File: src/rtl/drx_mon_ser.sv
// DRX monitor serialiser: drives one slow monitor pin with either a
// registered subsample of one selected receiver lane (LANE) or a serialised
// snapshot of a whole captured word with a frame strobe (SNAPSHOT).
module drx_mon_ser #(
  parameter int PrllRank = 64,
  parameter int LaneW    = 6,
  parameter int DivW     = 8,
  parameter int CntW     = 8
) (
  input  logic                i_clk_dig_be,
  input  logic                i_rst_dig,
  input  logic [PrllRank-1:0] i_drx,
  input  logic [1:0]          i_cfg_mode,
  input  logic [LaneW-1:0]    i_cfg_lane,
  input  logic [DivW-1:0]     i_cfg_div,
  input  logic                i_cfg_cont,
  input  logic                i_trig,
  output logic                o_drx_sample,
  output logic                o_frame,
  output logic                o_busy,
  output logic [CntW-1:0]     o_snap_cnt
);

  localparam logic [1:0] ModeLane = 2'd1;
  localparam logic [1:0] ModeSnap = 2'd2;
  localparam logic [LaneW-1:0] LastIdx = LaneW'(PrllRank - 1);

  typedef enum logic [1:0] {
    ST_IDLE,
    ST_SHIFT,
    ST_GAP
  } state_t;

  state_t              r_state, w_nxt_state;
  logic [PrllRank-1:0] r_shadow, w_nxt_shadow;
  logic [DivW-1:0]     r_div, w_nxt_div;
  logic [DivW-1:0]     r_pcnt, w_nxt_pcnt;
  logic [LaneW-1:0]    r_idx, w_nxt_idx;
  logic [CntW-1:0]     r_cnt, w_nxt_cnt;
  logic                r_trig_d;
  logic                r_sample, r_frame, r_busy;
  logic                w_nxt_sample, w_nxt_frame, w_nxt_busy;
  logic                w_rise, w_capture;
  logic [LaneW-1:0]    w_lane;

  assign w_rise = i_trig & ~r_trig_d;
  assign w_lane = (32'(i_cfg_lane) < 32'(PrllRank)) ? i_cfg_lane : '0;

  // Next state, datapath and next output values; outputs are derived from
  // the next state so pin, strobe and busy all update on the same edge.
  always_comb begin
    w_nxt_state  = r_state;
    w_nxt_shadow = r_shadow;
    w_nxt_div    = r_div;
    w_nxt_pcnt   = r_pcnt;
    w_nxt_idx    = r_idx;
    w_nxt_cnt    = r_cnt;
    w_nxt_sample = 1'b0;
    w_nxt_frame  = 1'b0;
    w_nxt_busy   = 1'b0;
    w_capture    = 1'b0;
    if (i_cfg_mode == ModeSnap) begin
      case (r_state)
        ST_IDLE: begin
          if (w_rise || i_cfg_cont) w_capture = 1'b1;
        end
        ST_SHIFT: begin
          if (r_pcnt == r_div) begin
            w_nxt_pcnt = '0;
            if (r_idx == LastIdx) w_nxt_state = ST_GAP;
            else                  w_nxt_idx   = r_idx + 1'b1;
          end else begin
            w_nxt_pcnt = r_pcnt + 1'b1;
          end
        end
        ST_GAP: begin
          if (r_pcnt == r_div) begin
            w_nxt_cnt = r_cnt + 1'b1;
            if (i_cfg_cont) w_capture   = 1'b1;
            else            w_nxt_state = ST_IDLE;
          end else begin
            w_nxt_pcnt = r_pcnt + 1'b1;
          end
        end
        default: w_nxt_state = ST_IDLE;
      endcase
      if (w_capture) begin
        w_nxt_state  = ST_SHIFT;
        w_nxt_shadow = i_drx;
        w_nxt_div    = i_cfg_div;
        w_nxt_pcnt   = '0;
        w_nxt_idx    = '0;
      end
      w_nxt_frame  = (w_nxt_state == ST_SHIFT);
      w_nxt_sample = w_nxt_frame & w_nxt_shadow[w_nxt_idx];
      w_nxt_busy   = (w_nxt_state != ST_IDLE);
    end else begin
      w_nxt_state = ST_IDLE;
      if (i_cfg_mode == ModeLane) w_nxt_sample = i_drx[w_lane];
    end
  end

  // State, datapath and registered output update.
  always_ff @(posedge i_clk_dig_be or posedge i_rst_dig) begin
    if (i_rst_dig) begin
      r_state  <= ST_IDLE;
      r_shadow <= '0;
      r_div    <= '0;
      r_pcnt   <= '0;
      r_idx    <= '0;
      r_cnt    <= '0;
      r_trig_d <= 1'b0;
      r_sample <= 1'b0;
      r_frame  <= 1'b0;
      r_busy   <= 1'b0;
    end else begin
      r_state  <= w_nxt_state;
      r_shadow <= w_nxt_shadow;
      r_div    <= w_nxt_div;
      r_pcnt   <= w_nxt_pcnt;
      r_idx    <= w_nxt_idx;
      r_cnt    <= w_nxt_cnt;
      r_trig_d <= i_trig;
      r_sample <= w_nxt_sample;
      r_frame  <= w_nxt_frame;
      r_busy   <= w_nxt_busy;
    end
  end

  assign o_drx_sample = r_sample;
  assign o_frame      = r_frame;
  assign o_busy       = r_busy;
  assign o_snap_cnt   = r_cnt;

endmodule
File: config.mk
export PLATFORM = sky130hd
export DESIGN_NAME = drx_mon_ser
export DESIGN_NICKNAME = d
export VERILOG_FILES = /design/src/rtl/drx_mon_ser.sv
export SDC_FILE = /design/constraint.sdc
export NUM_CORES = 1
export LEC_CHECK = 0
export ABC_AREA = 1
export BUFFER_PORTS_ARGS = -buffer_cell sky130_fd_sc_hd__buf_2
export CAP_MARGIN = 20
export CORE_MARGIN = 8
export CORE_UTILIZATION = 58
export CTS_CLUSTER_DIAMETER = 100
export DETAILED_ROUTE_END_ITERATION = 16
export PLACE_DENSITY_LB_ADDON = 0.05
export SYNTH_ARGS = -nofsm -noshare
export SYNTH_HDL_FRONTEND = slang
export SYNTH_SLANG_ARGS = --single-unit
File: constraint.sdc
create_clock -name i_clk_dig_be -period 3.4 [get_ports i_clk_dig_be]
set_input_delay 0.34 -clock i_clk_dig_be [delete_from_list [all_inputs] [get_ports i_clk_dig_be]]
set_output_delay 0.34 -clock i_clk_dig_be [all_outputs]
set_load 0.05 [all_outputs]
* Yosys cells after proc, flatten, opt, wreduce, memory -nomap -nowiden
Index checks and enable logic that the tools add are counted.
** Word-level totals
- Bits in registers :: 100
- Bits of input ports :: 84
- Output and inout bits :: 11
** Operators by class
- Add/subtract/negate cells :: 3
- Magnitude comparators :: 2
- Equal/unequal tests :: 8
- Muxes and demuxes :: 32
- Bitwise logic cells :: 3
- Reductions and logical operators :: 7
** Operators by type and width (number)
- 64-bit 2-to-1 mux :: 2
- 6-bit 2-to-1 mux :: 5
- 8-bit 2-to-1 mux :: 3
- 8-bit by 1-bit adder with 8-bit output (second input constant) :: 2
- 8-bit one-hot mux with 2 select lines :: 1
- 6-bit by 7-bit less-than comparator with 1-bit output (second input constant) :: 2
- 2-bit 2-to-1 mux :: 7
- 1-bit binary-select mux with 6-bit select :: 2
- 1-bit 2-to-1 mux :: 10
- 8-bit equality test :: 1
- 6-bit by 1-bit adder with 6-bit output (second input constant) :: 1
- 2-bit by 1-bit equality test with 1-bit output (second input constant) :: 3
- 6-bit equality test (second input constant) :: 1
- 2-bit one-hot mux with 3 select lines :: 1
- 3-bit AND reduction :: 2
- 2-bit equality test (second input constant) :: 2
- 3-bit inequality test (second input constant) :: 1
- 3-bit nonzero test :: 1
- 1-bit AND :: 2
- 2-bit logical NOT :: 1
- 1-bit one-hot mux with 2 select lines :: 1
- 2-bit AND reduction :: 1
- 2-bit nonzero test :: 1
- 1-bit logical OR :: 1
- 1-bit NOT :: 1

* Longest topological paths before layout
- Word-level depth :: 12
- Depth in mapped cells :: 21
- Gate-level depth less buffers :: 20

* Least setup slack after synthesis
OpenSTA, ideal clock, no wires.
- Path type :: reg2reg
- From :: reg r_idx[0]
- To :: reg r_sample, in the netlist o_drx_sample
- Setup time :: 0.121 ns
- Arrival :: 1.994 ns
- Required time :: 3.279 ns
- Slack :: 1.285 ns
- Stages on the path, launching flop included :: 17
- Clock period less this slack :: 2.115 ns
- Path through :: dfrtp_1 > ha_1 > nand3_1 > nor2_1 > nand2_1 > nand3_4 > nand2_2 > inv_2 > nor2_1 > buf_2 > nand3_1 > nand3_1 > nand3_1 > nand3_1 > nand3_1 > nand3_1 > nand2_1
** On the way
- Cells in the longest elaborated chain, start to end :: 10
- Elaborated cells on any way between the ends :: 17
** RTL lines
- from (decl) :: line 38 : logic [LaneW-1:0] r_idx, w_nxt_idx;
- from (signal assigned) :: line 121 : r_idx <= w_nxt_idx;
- 6-bit by 1-bit adder with 6-bit output / 6-bit equality test (equally long branches) :: line 71, 70
- 6-bit 2-to-1 mux :: line 70 : if (r_idx == LastIdx) w_nxt_state = ST_GAP;
- 6-bit 2-to-1 mux :: line 68 : if (r_pcnt == r_div) begin
- 6-bit 2-to-1 mux :: line 63 : case (r_state)
- 6-bit 2-to-1 mux :: line 87 : if (w_capture) begin
- 6-bit 2-to-1 mux :: line 62 : if (i_cfg_mode == ModeSnap) begin
- 1-bit binary-select mux with 6-bit select :: line 95 : w_nxt_sample = w_nxt_frame & w_nxt_shadow[w_nxt_idx];
- 1-bit 2-to-1 mux (not written as such) :: line 95
- 1-bit AND (*) :: line 95
- 1-bit 2-to-1 mux (*) :: line 62
- via w_nxt_sample :: line 42 : logic w_nxt_sample, w_nxt_frame, w_nxt_busy;
- to (signal assigned) :: line 124 : r_sample <= w_nxt_sample;
- to (decl) :: line 41 : logic r_sample, r_frame, r_busy;
The timed path passes the listed nets; every way through them passes the cells marked *. The select of a mux whose other input is x is not followed.
A chain may end at the register's enable or synchronous reset.

* Final worst setup path
- From :: reg r_pcnt[5]
- To :: reg r_pcnt[4]
** On the way
- Cells in the longest elaborated chain, start to end :: 6
- Elaborated cells on any way between the ends :: 10
** RTL lines
- from (decl) :: line 37 : logic [DivW-1:0] r_pcnt, w_nxt_pcnt;
- from (signal assigned) :: line 120 : r_pcnt <= w_nxt_pcnt;
- 8-bit equality test (*) :: line 68, 77
- 1-bit 2-to-1 mux :: line 77 : if (r_pcnt == r_div) begin
- 1-bit one-hot mux with 2 select lines :: line 63
- 1-bit 2-to-1 mux :: line 62
- 3-bit inequality test (no source line) / 3-bit nonzero test (equally long branches)
- 3-bit AND reduction (no source line)
Every way passes the cells marked *; elsewhere a longest branch is shown, timed or not. The select of a mux whose other input is x is not followed.

==> summary.md <==
In this run, placement finished with an instance count of 1096. The clock period minus worst slack came out at 2.96 ns. The number of DRC violations after detailed-routing iteration 0 was 606. Worst path setup slack after routing: 0.436 ns.

The number of standard cells in the final layout excluding fillers is 1112. Cell row count: 38. The average cell area after synthesis is 7.00 um2. The wire-length estimate of the detail-placed layout is 12800 um. For the count of cell types in the netlist, the log shows 43.

The data arrival time of the worst path came out at 3.25 ns. For this run, design rule violations remaining after detail routing come to 0. The clock drives 100 sinks. Setup violations remaining at the end of the flow were counted as 0.

Max-cap violations in this run came to 0. The largest net degree at the start of global routing is 79. The first detailed-routing pass ran for 6 iterations. Type of the most critical hold path: in2reg.

Setup total negative slack on the finished layout was measured at 0 ns. The run gives 14300 um2 as the area of the die. The run gives 0 as the antenna violation net count after detailed routing. The flow ran to the end, and the final reports show no timing, DRC or antenna violations. Once layout is done, the placed cells without fillers occupy 7000 um2. CTS built an H-tree with a depth of 3.

On the final layout, the worst clock skew is 0.00848 ns. The tools report the hold violation total from the final report as 0. The clock transition time at the flip-flop clock pins of the worst setup and hold paths was 0.09 ns. For the post-CTS setup-driven buffer insertion count, the log shows 0. The number of global-route vias before repair came out at 6152. Once the floorplan was initialized, standard cells occupied 58.5% of the core. The synthesized design contains 100 register bits. For this design the ratio of total power to cell area is 432 nW/um2.

For this run, the leading register cell type out of synthesis is dfrtp_1. For this run, asynchronously set or reset flops after synthesis account for 100%. In this run the standard cell core region covers 10700 um2. In this run, post-CTS hold repair placed 0 buffers.

STA classifies the critical path endpoint as a flop. The tools report the post-detailed-routing wire length as 18300 um. The filler cell count in the final layout is 981, and the first-pass GRT wire length is 29800 um.

In the synthesized netlist, the number of instances is 890. TritonCTS built the clock tree. Once the clock tree was built, the resizer swapped 0 gates to a different size. The post-route netlist has 18.6% of its cells at a drive strength greater than 1.

The reported leakage power was 3.67 nW; the worst setup timing slack at the placement stage was 0.475 ns. Measured along the y axis, the die boundary spans 120 um. Yosys printed 0 warnings. STA classifies the critical path startpoint as a flop.

The buffer levels on the longest clock path was 2; the tightest slew margin relative to the limit was 45.4%. The die is 120 um wide. Input and output buffers added on the ports amount to 94.

The run gives 3.69 ns as the required time of the critical path. The number of synthesized flops with an enable pin is 0, and the total placed instance area is 6800 um2. The congestion estimate from routability-driven global placement came to 0.924. In this run the worst path has a maximum fanout of 56. The run gives 3180 um2 as the area of the multi-input gates.

The final critical path takes up 87.2% of the cycle. Global routing used 25.7% of the available tracks across all layers. Detailed routing inserted a total of 6254 vias. The clock reaches the later pin of the worst-skew pair after 0.39 ns. The routed length per instance was 16.5 um.

The via count normalized by instance count was 5.62; the synthesis-to-layout area growth was 12.4%. The completed layout was analyzed and its total power is 3.02 mW. The worst setup path is of the reg2reg kind.

The count of final max-slew check failures was 0. At the pin with the least slew margin, the transition time is 0.819 ns. The synthesized net count came out at 977. The initial antenna violation count is 0. Pin placement for this block handled 95 I/O pins. The total number of nets in the final design was 1054. Share of synthesized area occupied by flip-flops and latches: 40.2%. Registers take 2500 um2.

For the achievable frequency, the log shows 0.337 GHz. The tools report the maximum resistive drop on vdd as 0.000316 V. Global routing finished with a remaining overflow of 0. The total inserted antenna cells is 0.

The root buffer cell chosen for the clock tree is clkbuf_8. The clock buffer count from CTS came out at 9. Setup repair after global routing left no endpoint under its margin.

The mapped cell area came out at 6230 um2.
## through the flow
stage	hold WS, ns	utilization [%]
after floorplan	0.371	-
after global placement	0.458	63.9
final	0.0812	65.7
after CTS	0.0676	65.7
after detailed placement	0.468	63.9
after global routing	0.0711	65.7
## metal layers
layer | GRT usage [%] | wire (um) | up-vias
li1 | - | - | 3014
met1 | 31.5 | 7680 | 2895
met5 | 0 | 0 | -
met2 | 42.6 | 8580 | 303
met3 | 6.39 | 1480 | 42
met4 | 10.6 | 576 | 0
## kinds of logic after synthesis
group           Yosys count  share of synthesized area (%)
flops                   100                           40.2
buf+inv                 136                           8.86
mux                      16                           2.89
compound gates          157                           13.6
fa+ha+maj                 3                          0.603
xor+xnor                  9                           1.27
simple gates            469                           32.6
## cell type report
class                           instances  share of cell area (%)
Clock buffer                           16                    2.86
Inverter                               96                    5.22
Tap cell                              140                    2.50
Sequential cell                       100                    35.7
Multi-Input combinational cell        654                    45.5
Timing Repair Buffer                  106                    8.19
## worst paths after layout
kind | from | end | slack (ns) | cells past startpoint
max | r_pcnt[5]$_DFFE_PP0P_ | r_pcnt[4]$_DFFE_PP0P_ | 0.44 | 14
min in group asynchronous | i_rst_dig | r_shadow[41]$_DFFE_PP0P_ | 0.09 | 2
min reg2reg | o_snap_cnt[7]$_DFFE_PP0P_ | o_snap_cnt[7]$_DFFE_PP0P_ | 0.48 | 1
max in group asynchronous | i_rst_dig | r_shadow[21]$_DFFE_PP0P_ | 2.48 | 3
max reg2reg | r_pcnt[5]$_DFFE_PP0P_ | r_pcnt[4]$_DFFE_PP0P_ | 0.44 | 14
min | i_trig | r_trig_d$_DFF_PP0_ | 0.08 | 1
## synth_stat cells (5+ instances only)
cell type | instances | share of area, %
o211ai_1 | 10 | 1.2
mux2_2 | 16 | 2.9
nand2_1 | 296 | 18
o21ai_1 | 8 | 0.64
inv_2 | 15 | 0.90
a21oi_1 | 34 | 2.7
inv_1 | 78 | 4.7
nand3_1 | 89 | 7.2
or2_2 | 8 | 0.80
buf_2 | 13 | 1.0
xnor2_1 | 6 | 0.84
dfrtp_1 | 100 | 40
nand2_2 | 5 | 0.50
clkbuf_1 | 21 | 1.3
o21ai_0 | 96 | 7.7
nor2_1 | 51 | 3.1
## worst max-delay path: stages (launching register included)
cell	delay (ns)
dfrtp_1	0.43
inv_2	0.11
nand2_1	0.07
nand2_1	0.06
nand2_1	0.06
nor2_1	0.14
nand3_2	0.14
nand2_2	0.10
buf_4	0.50
nand2_4	0.31
o21ai_1	0.31
nor2_4	0.11
inv_2	0.18
nand3_1	0.11
a221oi_1	0.24
## registers in the layout, indices dropped and copies added (netlist names)
name,count
o_frame,1
o_drx_sample,1
r_idx,6
r_trig_d,1
r_shadow,64
o_busy,1
r_div,8
r_state,2
o_snap_cnt,8
r_pcnt,8
## power breakdown
part           switching [mW]  internal, mW  leakage, nW
clock                   0.413         0.368        0.103
sequential              0.117          1.38         1.26
combinational           0.458         0.285         2.31
## cell usage in the layout (no fill, tap or decap), drive strengths merged
| cell | count |
|---|---|
| mux2 | 16 |
| nor2 | 55 |
| a311oi | 1 |
| buf | 106 |
| clkinv | 2 |
| o21ai | 104 |
| a221oi | 1 |
| a21oi | 34 |
| inv | 94 |
| o21bai | 1 |
| nor3b | 1 |
| o211ai | 10 |
| xnor2 | 6 |
| xor2 | 3 |
| ha | 3 |
| nand3 | 93 |
| a211oi | 1 |
| clkbuf | 16 |
| dfrtp | 100 |
| o211a | 1 |
| nand2 | 302 |
| nand3b | 2 |
| o22ai | 1 |
| or2 | 8 |
| a21boi | 1 |
| nor4 | 1 |
| nor3 | 5 |
| nand4 | 2 |
| o221ai | 2 |
Power figures use the tool's default switching activity.
